==> config.mk <==
export PLATFORM = sky130hd
export DESIGN_NAME = return_stack
export DESIGN_NICKNAME = d
export VERILOG_FILES = /design/src/rtl/cpu_pkg.sv /design/src/rtl/return_stack.sv
export SDC_FILE = /design/constraint.sdc
export NUM_CORES = 1
export LEC_CHECK = 0
export BUFFER_PORTS_ARGS = -buffer_cell sky130_fd_sc_hd__buf_4
export CORE_MARGIN = 4
export CORE_UTILIZATION = 45
export CTS_CLUSTER_SIZE = 16
export DETAILED_ROUTE_END_ITERATION = 6
export GPL_ROUTABILITY_DRIVEN = 0
export PLACE_DENSITY_LB_ADDON = 0.12
export SYNTH_ARGS = -nofsm -noshare
export SYNTH_HDL_FRONTEND = slang
export SYNTH_SLANG_ARGS = --single-unit
==> constraint.sdc <==
create_clock -name clk -period 7.85 [get_ports clk]
set_clock_uncertainty 0.1 [all_clocks]
set_input_delay 0.3925 -clock clk [delete_from_list [all_inputs] [get_ports clk]]
set_output_delay 0.3925 -clock clk [all_outputs]
set_load 0.02 [all_outputs]
==> src/rtl/cpu_pkg.sv <==
// Shared CPU constants: PC width, return-stack depth and the call/return opcodes
// that the control unit decodes into push/pop.
package cpu_pkg;

  localparam int PC_W         = 10;
  localparam int RSTACK_DEPTH = 16;

  localparam logic [5:0] OP_PUSH = 6'b100100;
  localparam logic [5:0] OP_POP  = 6'b100101;

endpackage

==> src/rtl/return_stack.sv <==
// Return-address LIFO beside the PC. The top entry is combinational so a pop
// hands its address to the next-PC mux in the same cycle the pointer drops.
module return_stack
  import cpu_pkg::*;
#(
  parameter int AW    = PC_W,
  parameter int DEPTH = RSTACK_DEPTH,
  parameter int PW    = $clog2(DEPTH) + 1
) (
  input  logic          clk,
  input  logic          reset,
  input  logic          push,
  input  logic          pop,
  input  logic [AW-1:0] din,
  output logic [AW-1:0] dout,
  output logic [PW-1:0] count,
  output logic          empty,
  output logic          full,
  output logic          overflow,
  output logic          underflow
);

  localparam int IW = $clog2(DEPTH);

  logic [AW-1:0] mem_q [0:DEPTH-1];
  logic [PW-1:0] sp_q, sp_d;
  logic          ovf_q, ovf_d;
  logic          unf_q, unf_d;
  logic          we;
  logic [IW-1:0] waddr;
  logic [IW-1:0] top_idx;
  logic          is_empty, is_full;

  assign is_empty = (sp_q == '0);
  assign is_full  = (sp_q == PW'(DEPTH));
  assign top_idx  = IW'(sp_q - PW'(1));

  always_comb begin
    sp_d  = sp_q;
    ovf_d = ovf_q;
    unf_d = unf_q;
    we    = 1'b0;
    waddr = IW'(sp_q);
    if (push && pop && !is_empty) begin
      // Replace the top in place: a return immediately followed by a call.
      we    = 1'b1;
      waddr = top_idx;
    end else if (push) begin
      if (is_full) begin
        ovf_d = 1'b1;
      end else begin
        we   = 1'b1;
        sp_d = sp_q + PW'(1);
      end
    end else if (pop) begin
      if (is_empty) unf_d = 1'b1;
      else          sp_d  = sp_q - PW'(1);
    end
  end

  always_ff @(posedge clk or posedge reset) begin
    if (reset) begin
      sp_q  <= '0;
      ovf_q <= 1'b0;
      unf_q <= 1'b0;
    end else begin
      sp_q  <= sp_d;
      ovf_q <= ovf_d;
      unf_q <= unf_d;
    end
  end

  // Storage is deliberately not reset; the sp==0 gate on dout hides stale data.
  always_ff @(posedge clk) begin
    if (we) mem_q[waddr] <= din;
  end

  assign dout      = is_empty ? '0 : mem_q[top_idx];
  assign count     = sp_q;
  assign empty     = is_empty;
  assign full      = is_full;
  assign overflow  = ovf_q;
  assign underflow = unf_q;

endmodule

### Yosys cells after proc, flatten, opt, wreduce, memory -nomap -nowiden

Memories as Yosys holds them, arrays and structs flattened.
Cells that the tools add are included.

| storage, ports and cells | value |
|---|---|
| bits in latches | 0 |
| flip-flop bits (word level) | 7 |
| bits in read-only memories | 0 |
| memories kept | 1 |
| input port bits | 14 |
| memory bits (writable) | 160 |

Memories:

| memory | depth | width | rd ports | clocked after Yosys merged registers in | wr ports | line | RTL |
|---|---|---|---|---|---|---|---|
| mem_q | 16 | 10 | 1 | 0 | 1 | return_stack.sv:25 | `logic [AW-1:0] mem_q [0:DEPTH-1];` |

| operators by class | value |
|---|---|
| add/subtract/negate cells | 2 |
| equal/unequal tests | 3 |
| magnitude comparators | 0 |
| div/mod/pow operators | 0 |
| mux-type cells | 11 |
| shifts and indexed selects | 0 |
| bitwise operators | 2 |
| multiply operators | 0 |
| reduce and logical (&&, ||, !) cells | 8 |

Operators with widths:

| operator | count |
|---|---|
| $mux W5 | 4 |
| $mux W10 | 1 |
| $reduce_and A4 Y1 | 2 |
| $add A5 B1 Y5 const B | 1 |
| $eq A5 B5 Y1 const B | 1 |
| $logic_not A5 Y1 | 1 |
| $mux W1 | 5 |
| $sub A5 B1 Y5 const B | 1 |
| $mux W4 | 1 |
| $ne A2 B2 Y1 const B | 2 |
| $reduce_and A3 Y1 | 1 |
| $logic_and A1 B1 Y1 | 2 |
| $not A1 Y1 | 2 |
| $reduce_bool A2 Y1 | 1 |
| $logic_not A1 Y1 | 1 |

### Logic depth before layout (Yosys ltp)

Gate-level depths: netlist of the first run.

| depth | value |
|---|---|
| depth in word-level cells | 6 |
| depth in mapped cells | 11 |
| gate-level depth less buffers | 8 |

### Worst setup path before layout of the first run

No wires, ideal clock.

| timing | value |
|---|---|
| path type | register to output |
| start point | register sp_q[0], in the netlist count[0] |
| end point | output dout[0] |
| stages on the path, launching flop included | 11 |
| arrival | 2.892 ns |
| setup slack | 4.466 ns |
| cell sequence | dfrtp_1 -> buf_2 -> buf_2 -> inv_1 -> ha_1 -> buf_2 -> buf_2 -> buf_1 -> mux4_2 -> a22oi_1 -> o221ai_1 |

| on the way | value |
|---|---|
| longest elaborated chain between the ends | 3 |

Ends and longest elaborated chain:

| what | line | RTL |
|---|---|---|
| start, declared | return_stack.sv:26 | `logic [PW-1:0] sp_q, sp_d;` |
| start signal, assigned | return_stack.sv:67 | `sp_q <= sp_d;` |
| $sub A5 B1 Y5 | n/a |  |
| $mem_v2 Z16 W10 | n/a |  |
| $mux W10 (*) | return_stack.sv:78 | `assign dout = is_empty ? '0 : mem_q[top_idx];` |
| end, declared | return_stack.sv:15 | `output logic [AW-1:0] dout,` |

Mark *: on every way between the ends. The rest lies on a longest branch, timed or not.

### Final worst setup path of the first run

| timing | value |
|---|---|
| start point | register sp_q[0], in the netlist count[0] |
| end point | output dout[8] |

The elaborated chain is that of the path after synthesis.

==> results.cfg, run 1 <==
[status]
outcome = finished, final reports clean

[sta]
final.period_utilization_pct = 57.74
rsz0062_at_grt = false
max-slew-margin-rel_pct = 23.14
fmax_mhz = 220.6
finalSetupTns_ns = 0
slew_viol_final = 0
worstMarginPinSlew_ns = 1.149
setup_viol = 0
hold_viol = 0
finalCriticalPeriod_ns = 4.532

[job]
max_cap_viol_count = 0

[logic_synthesis]
synthTopCellsByArea = edfxtp_1 69%, mux4_2 12%, dfrtp_1 2.5%, nor2_1 1.6%, mux2i_1 1.3%
synth_cell_types = 50
synth_top_area_cell = edfxtp_1
ys_warn_count = 0
synth_nets = 406
synth_edf_count = 160
synth_top_cell_area_share_pct = 69.16
ys_seq_area_share_pct = 71.69
synth_area_um2 = 6947
async_reset_ff_share_pct = 4.192
synth.avg_cell_area_um2 = 17.86
ys_ff_latch = 167
synth-main-ff-cell = edfxtp_1
syn-instance-count = 389

[clocking]
clock_sinks = 167
cts_root_buf = clkbuf_16
cts-resized-gates = 0
htreeDepth = 4
clock_latency_ns = 0.42
cts_made_buffers = 17
postCtsSetupBuffers = 0
clockBufferDepth = 2
cts_tree = built
path_clk_slew_ns = 0.06

[critical_path]
worstSetupEndpointType = output pin
reg2reg_depth = 7
worstSetupStartpointType = register
rrSetupSlack_ns = 3.73
required_ns = 7.36
timing.critical_path.to = dout[8]
cp_max_fo = 50
arrival_ns = 4.04
reg2reg_to = mem_q[8][3]$_DFFE_PP_
critPathLaunch = count[0]$_DFFE_PP0P_
worstSetupPathType = reg -> out
r2r_start = count[0]$_DFFE_PP0P_

[drt]
wl_met2_mm = 7.030
ant_nets = 0
vias_per_cell = 5.851
route.top_layer_used = met4
routed_wl_mm = 14.11
drcViolationCount = 0
drtIter0Drc = 267
wl_met1_mm = 6.277
wl_met3_um = 567
wl_per_cell_um = 22.58
first_pass_iters = 5
vias = 3657

[place]
portBuffers = 32
dpl.hpwl_mm = 9.042

[global_route]
grt_max_degree = 51
grt_pass1_wl_mm = 22.20
track_usage_pct = 16.97
grt_overflow_total = 0
grt_pass1_vias = 3732
antenna_found_initial = 0

[floorplan]
initial_core_util_pct = 45.87
rows = 45
fp.dieW_um = 132.2
core_um2 = 15150
ios = 33
die_area_um2 = 17490
dieHeight_um = 132.2

[cells_and_area]
nNetsFinal = 441
drive_gt1_share_pct = 25.63
area_growth_pct = 15.18
diodes = 0
final_common_cell = edfxtp_1
final_cell_mix = 160 x edfxtp_1, 36 x mux4_2, 34 x buf_4

[min_path]
min_path_type = in -> reg
hold_depth = 1

[power]
p_per_area_nw_per_um2 = 419.3
cellLeakagePower_nw = 2.708
max-vdd-ir-drop_uv = 257.4
power_mw = 3.355
==> where the power goes <==
part	switching, mW	leakage [nW]	internal [mW]	total [mW]
clock network	0.340	0.314	0.567	0.906
logic	0.753	0.866	0.563	1.32
registers	0.0524	1.53	1.08	1.13
total	1.14	2.71	2.21	3.36
==> critical path, stage by stage (launching register included) <==
cell and delay [ns]:
dfrtp_2 0.34, buf_4 0.64, inv_1 0.25, ha_2 0.58
buf_4 0.52, mux2i_1 0.33, a22o_1 0.19, nor3_1 0.04
and3_1 0.19, a311o_1 0.32, buf_4 0.16
==> flip-flops by register name (all words and copies together), names as in the netlist <==
name	count
mem_q	160
count	5
underflow	1
overflow	1
==> how the worst min path moves through the flow <==
| stage | startpoint | endpoint | slack (ns) |
|---|---|---|---|
| floorplan | reset | count[0]$_DFFE_PP0P_ | 0.1 |
| global placement | reset | count[1]$_DFFE_PP0P_ | 0.24 |
| detailed placement | reset | count[1]$_DFFE_PP0P_ | 0.25 |
| CTS | din[7] | mem_q[14][7]$_DFFE_PP_ | 0.16 |
| global route | din[7] | mem_q[10][7]$_DFFE_PP_ | 0.18 |
| finish | din[7] | mem_q[8][7]$_DFFE_PP_ | 0.18 |
==> Yosys cell counts (all sizes together), types with 3 or more instances <==
cell type,instances
dfrtp,7
a21oi,4
mux4,36
mux2i,9
o21ai,12
nor3,9
nand2,10
inv,17
edfxtp,160
ha,3
clkbuf,4
o221ai,9
nand3,6
and3,4
nand2b,11
nor2,29
a22oi,13
buf,15
==> stage by stage <==
step	instance area [µm²]	hold WS (ns)	setup slack, ns	instances	utilization [%]
floorplan	6947	0.09590	4.466	389	-
global placement	7343	0.2412	3.624	592	48.48
detailed placement	7343	0.2458	3.643	592	48.48
CTS	8001	0.1567	3.233	625	52.83
global route	8001	0.1839	2.988	625	52.83
finish	8001	0.1775	3.318	625	52.83
==> metal layers <==
metal / global-route usage, % / vias to the layer above
met5: 0 / -
met4: 5.947 / 0
met3: 3.359 / 19
met2: 27.85 / 114
met1: 22.86 / 1878
li1: - / 1646
==> logic make-up after synthesis <==
group                    after synthesis  synth area share [%]
buffers and inverters                 37                 2.449
AO/OA/AOI/OAI                         57                 6.214
flip-flops                           167                 71.69
multiplexers                          46                 13.18
adder cells (fa/ha/maj)                3                0.5404
XOR/XNOR                               2                0.2522
AND/OR/NAND/NOR                       77                 5.674
==> area by class of cell <==
cell class | count | area, µm²
Clock buffer | 17 | 425.4
Clock inverter | 15 | 222.7
Fill cell | 1203 | 7144
Inverter | 18 | 72.57
Multi-Input combinational cell | 185 | 1799
Sequential cell | 167 | 4981
Tap cell | 188 | 235.2
Timing Repair Buffer | 35 | 265.3
==> timing repair <==
action	CTS	global route
hold endpoints to repair	7	0
setup endpoints to repair	0	0
hold buffers	1	0
No activity file was read; power rests on OpenSTA's default activity.
==> run 2: changes to the inputs <==
--- a/config.mk
+++ b/config.mk
@@ -5,6 +5,7 @@
 export SDC_FILE = /design/constraint.sdc
 export NUM_CORES = 1
 export LEC_CHECK = 0
+export ABC_AREA = 1
 export BUFFER_PORTS_ARGS = -buffer_cell sky130_fd_sc_hd__buf_4
 export CORE_MARGIN = 4
 export CORE_UTILIZATION = 45
==> constraint.sdc (replaced) <==
create_clock -name clk -period 4 [get_ports clk]
set_clock_uncertainty 0.1 [all_clocks]
set_input_delay 0.2 -clock clk [delete_from_list [all_inputs] [get_ports clk]]
set_output_delay 0.2 -clock clk [all_outputs]
set_load 0.02 [all_outputs]
==> run 2 against run 1 <==
Effect of this change:
- core utilization rose by 0.27 points
- via count rose by 30%
- non-clock buffer count rose by 9
- combinational power rose to 2.7 times the previous value
- area after synthesis rose by 3.6%
==> results.cfg, run 2 <==
[logic_synthesis]
synth_edf_count = 160
synth_top_area_cell = edfxtp_1
synth-main-ff-cell = edfxtp_1
synth_area_um2 = 7199
synth_cell_types = 30
synthTopCellsByArea = edfxtp_1 67%, nand2_1 11%, nand3_1 7.9%, dfrtp_1 2.4%, nor2_1 1.9%
synth.avg_cell_area_um2 = 11.25
ys_seq_area_share_pct = 69.17
ys_ff_latch = 167
synth_top_cell_area_share_pct = 66.74
yosys-top-cells-count = 210 x nand2_1, 160 x edfxtp_1, 114 x nand3_1
synth_most_common_cell = nand2_1
synth_nets = 657
ys_warn_count = 0
async_reset_ff_share_pct = 4.192
syn-instance-count = 640

[floorplan]
dieHeight_um = 134.5
fp.dieW_um = 134.5
die_area_um2 = 18090
core_um2 = 15430
rows = 45
ios = 33
initial_core_util_pct = 46.67

[min_path]
hold_path_startpoint = din[1]
min_path_type = in -> reg
hold-path-endpoint = mem_q[12][1]$_DFFE_PP_
hold_depth = 1

[sta]
worstMarginPinSlew_ns = 1.087
max-slew-margin-rel_pct = 27.29
hold_viol = 0
finalSetupTns_ns = 0
final.period_utilization_pct = 87.73
slew_viol_final = 0
finalCriticalPeriod_ns = 3.509
setup_viol = 0
fmax_mhz = 285.0
rsz0062_at_grt = false

[place]
placed_cell_area_um2 = 7567
dpl.hpwl_mm = 11.05
portBuffers = 32

[cells_and_area]
diodes = 0
regMostFlops = mem_q
nFillCells = 1361
nNetsFinal = 684
stdcell_area_um2 = 8192
multiInputGateArea_um2 = 1932
final_common_cell = nand2_1
largest_reg_flops = 160
seqCellArea_um2 = 4981
drive_gt1_share_pct = 14.26
final_cell_mix = 210 x nand2_1, 160 x edfxtp_1, 114 x nand3_1
area_growth_pct = 13.78

[critical_path]
worstSetupPathType = reg -> out
crit_family = buffers and inverters
reg2reg_to = mem_q[3][3]$_DFFE_PP_
cp_max_fo = 22
worstSetupStartpointType = register
reg2reg_depth = 8
crit_path_cell_trace = inv_1 > ha_2 > inv_1 > buf_4 > nand3_1 > nand3_1 > nand3_1 > nand2_1 > nor2_1 > buf_4
cp.buffers_inverters = 4
cp_slowest_stage_delay_ns = 0.67
r2r_start = count[1]$_DFFE_PP0P_
rrSetupSlack_ns = 0.98
cp_num_cells = 10
required_ns = 3.70
arrival_ns = 3.21
cp_slowest_cell = ha_2
worstSetupEndpointType = output pin
cp_common_cell = nand3_1

[drt]
first_pass_iters = 5
wl_per_cell_um = 19.51
drcViolationCount = 0
ant_nets = 0
routed_wl_mm = 17.38
vias = 4736
drtIter0Drc = 525
vias_per_cell = 5.315

[global_route]
track_usage_pct = 20.45
antenna_found_initial = 0
grt_max_degree = 85
grt_pass1_vias = 4633
grt_overflow_total = 0
grt_pass1_wl_mm = 27.56

[clocking]
clock_sinks = 167
clockBufferDepth = 2
htreeDepth = 4
cts-resized-gates = 0
cts_root_buf = clkbuf_16
path_clk_slew_ns = 0.07
clock_latency_ns = 0.43
postCtsSetupBuffers = 0
cts_tree = built
cts_made_buffers = 17

[status]
outcome = finished, final reports clean

[job]
max_cap_viol_count = 0

[power]
max-vdd-ir-drop_uv = 551.8
p_per_area_nw_per_um2 = 898.8
cellLeakagePower_nw = 3.104
power_mw = 7.363
run 2: layout make-up:
cell class | count | share of cell area, %
Clock buffer | 17 | 5.193
Timing Repair Buffer | 44 | 4.124
Sequential cell | 167 | 60.81
Multi-Input combinational cell | 415 | 23.58
Clock inverter | 15 | 2.062
Tap cell | 211 | 3.223
Inverter | 22 | 1.008
run 2: how the worst max path moves through the flow:
stage	start	to	slack, ns
finish	count[1]$_DFFE_PP0P_	dout[6]	0.49
global route	count[1]$_DFFE_PP0P_	dout[1]	0.27
CTS	count[1]$_DFFE_PP0P_	dout[6]	0.53
detailed placement	count[1]$_DFFE_PP0P_	dout[6]	0.99
global placement	count[1]$_DFFE_PP0P_	dout[1]	1.08
floorplan	count[0]$_DFFE_PP0P_	mem_q[0][0]$_DFFE_PP_	1.32
run 2: logic make-up (layout without fill, tap and decap cells):
family | count (synthesis) | in the layout | synth area share, %
simple gates | 372 | 372 | 22.42
flops | 167 | 167 | 69.17
buf+inv | 58 | 98 | 4.032
compound gates | 31 | 31 | 2.450
xor+xnor | 9 | 9 | 1.408
fa+ha+maj | 3 | 3 | 0.5214
run 2: stage by stage:
step	setup slack [ns]	utilization, %	hold slack [ns]	std cells
final	0.4910	53.10	0.03680	891
after global routing	0.2724	53.10	0.03524	891
after CTS	0.5281	53.10	0.02239	891
after detailed placement	0.9863	49.05	0.07525	856
after global placement	1.079	49.05	0.06868	856
after floorplan	1.321	-	-0.09660	640
run 2: power breakdown:
part           switching, mW  internal, mW
clock network          0.701         0.933
logic                   2.41          1.09
registers             0.0898          2.14
total                   3.20          4.16
run 2: metal layers:
metal / up-vias / GRT usage [%] / wire [µm]
met1: 2283 / 28.88 / 7808
met4: 0 / 5.373 / 240
met2: 181 / 32.63 / 8267
met5: - / 0 / 0
met3: 24 / 4.322 / 1063
li1: 2248 / - / -
run 2: repair_timing:
item                                   in CTS  in global routing
setup endpoints to repair                   0                  0
hold buffers                                3                  0
endpoints found under the hold margin       9                  0
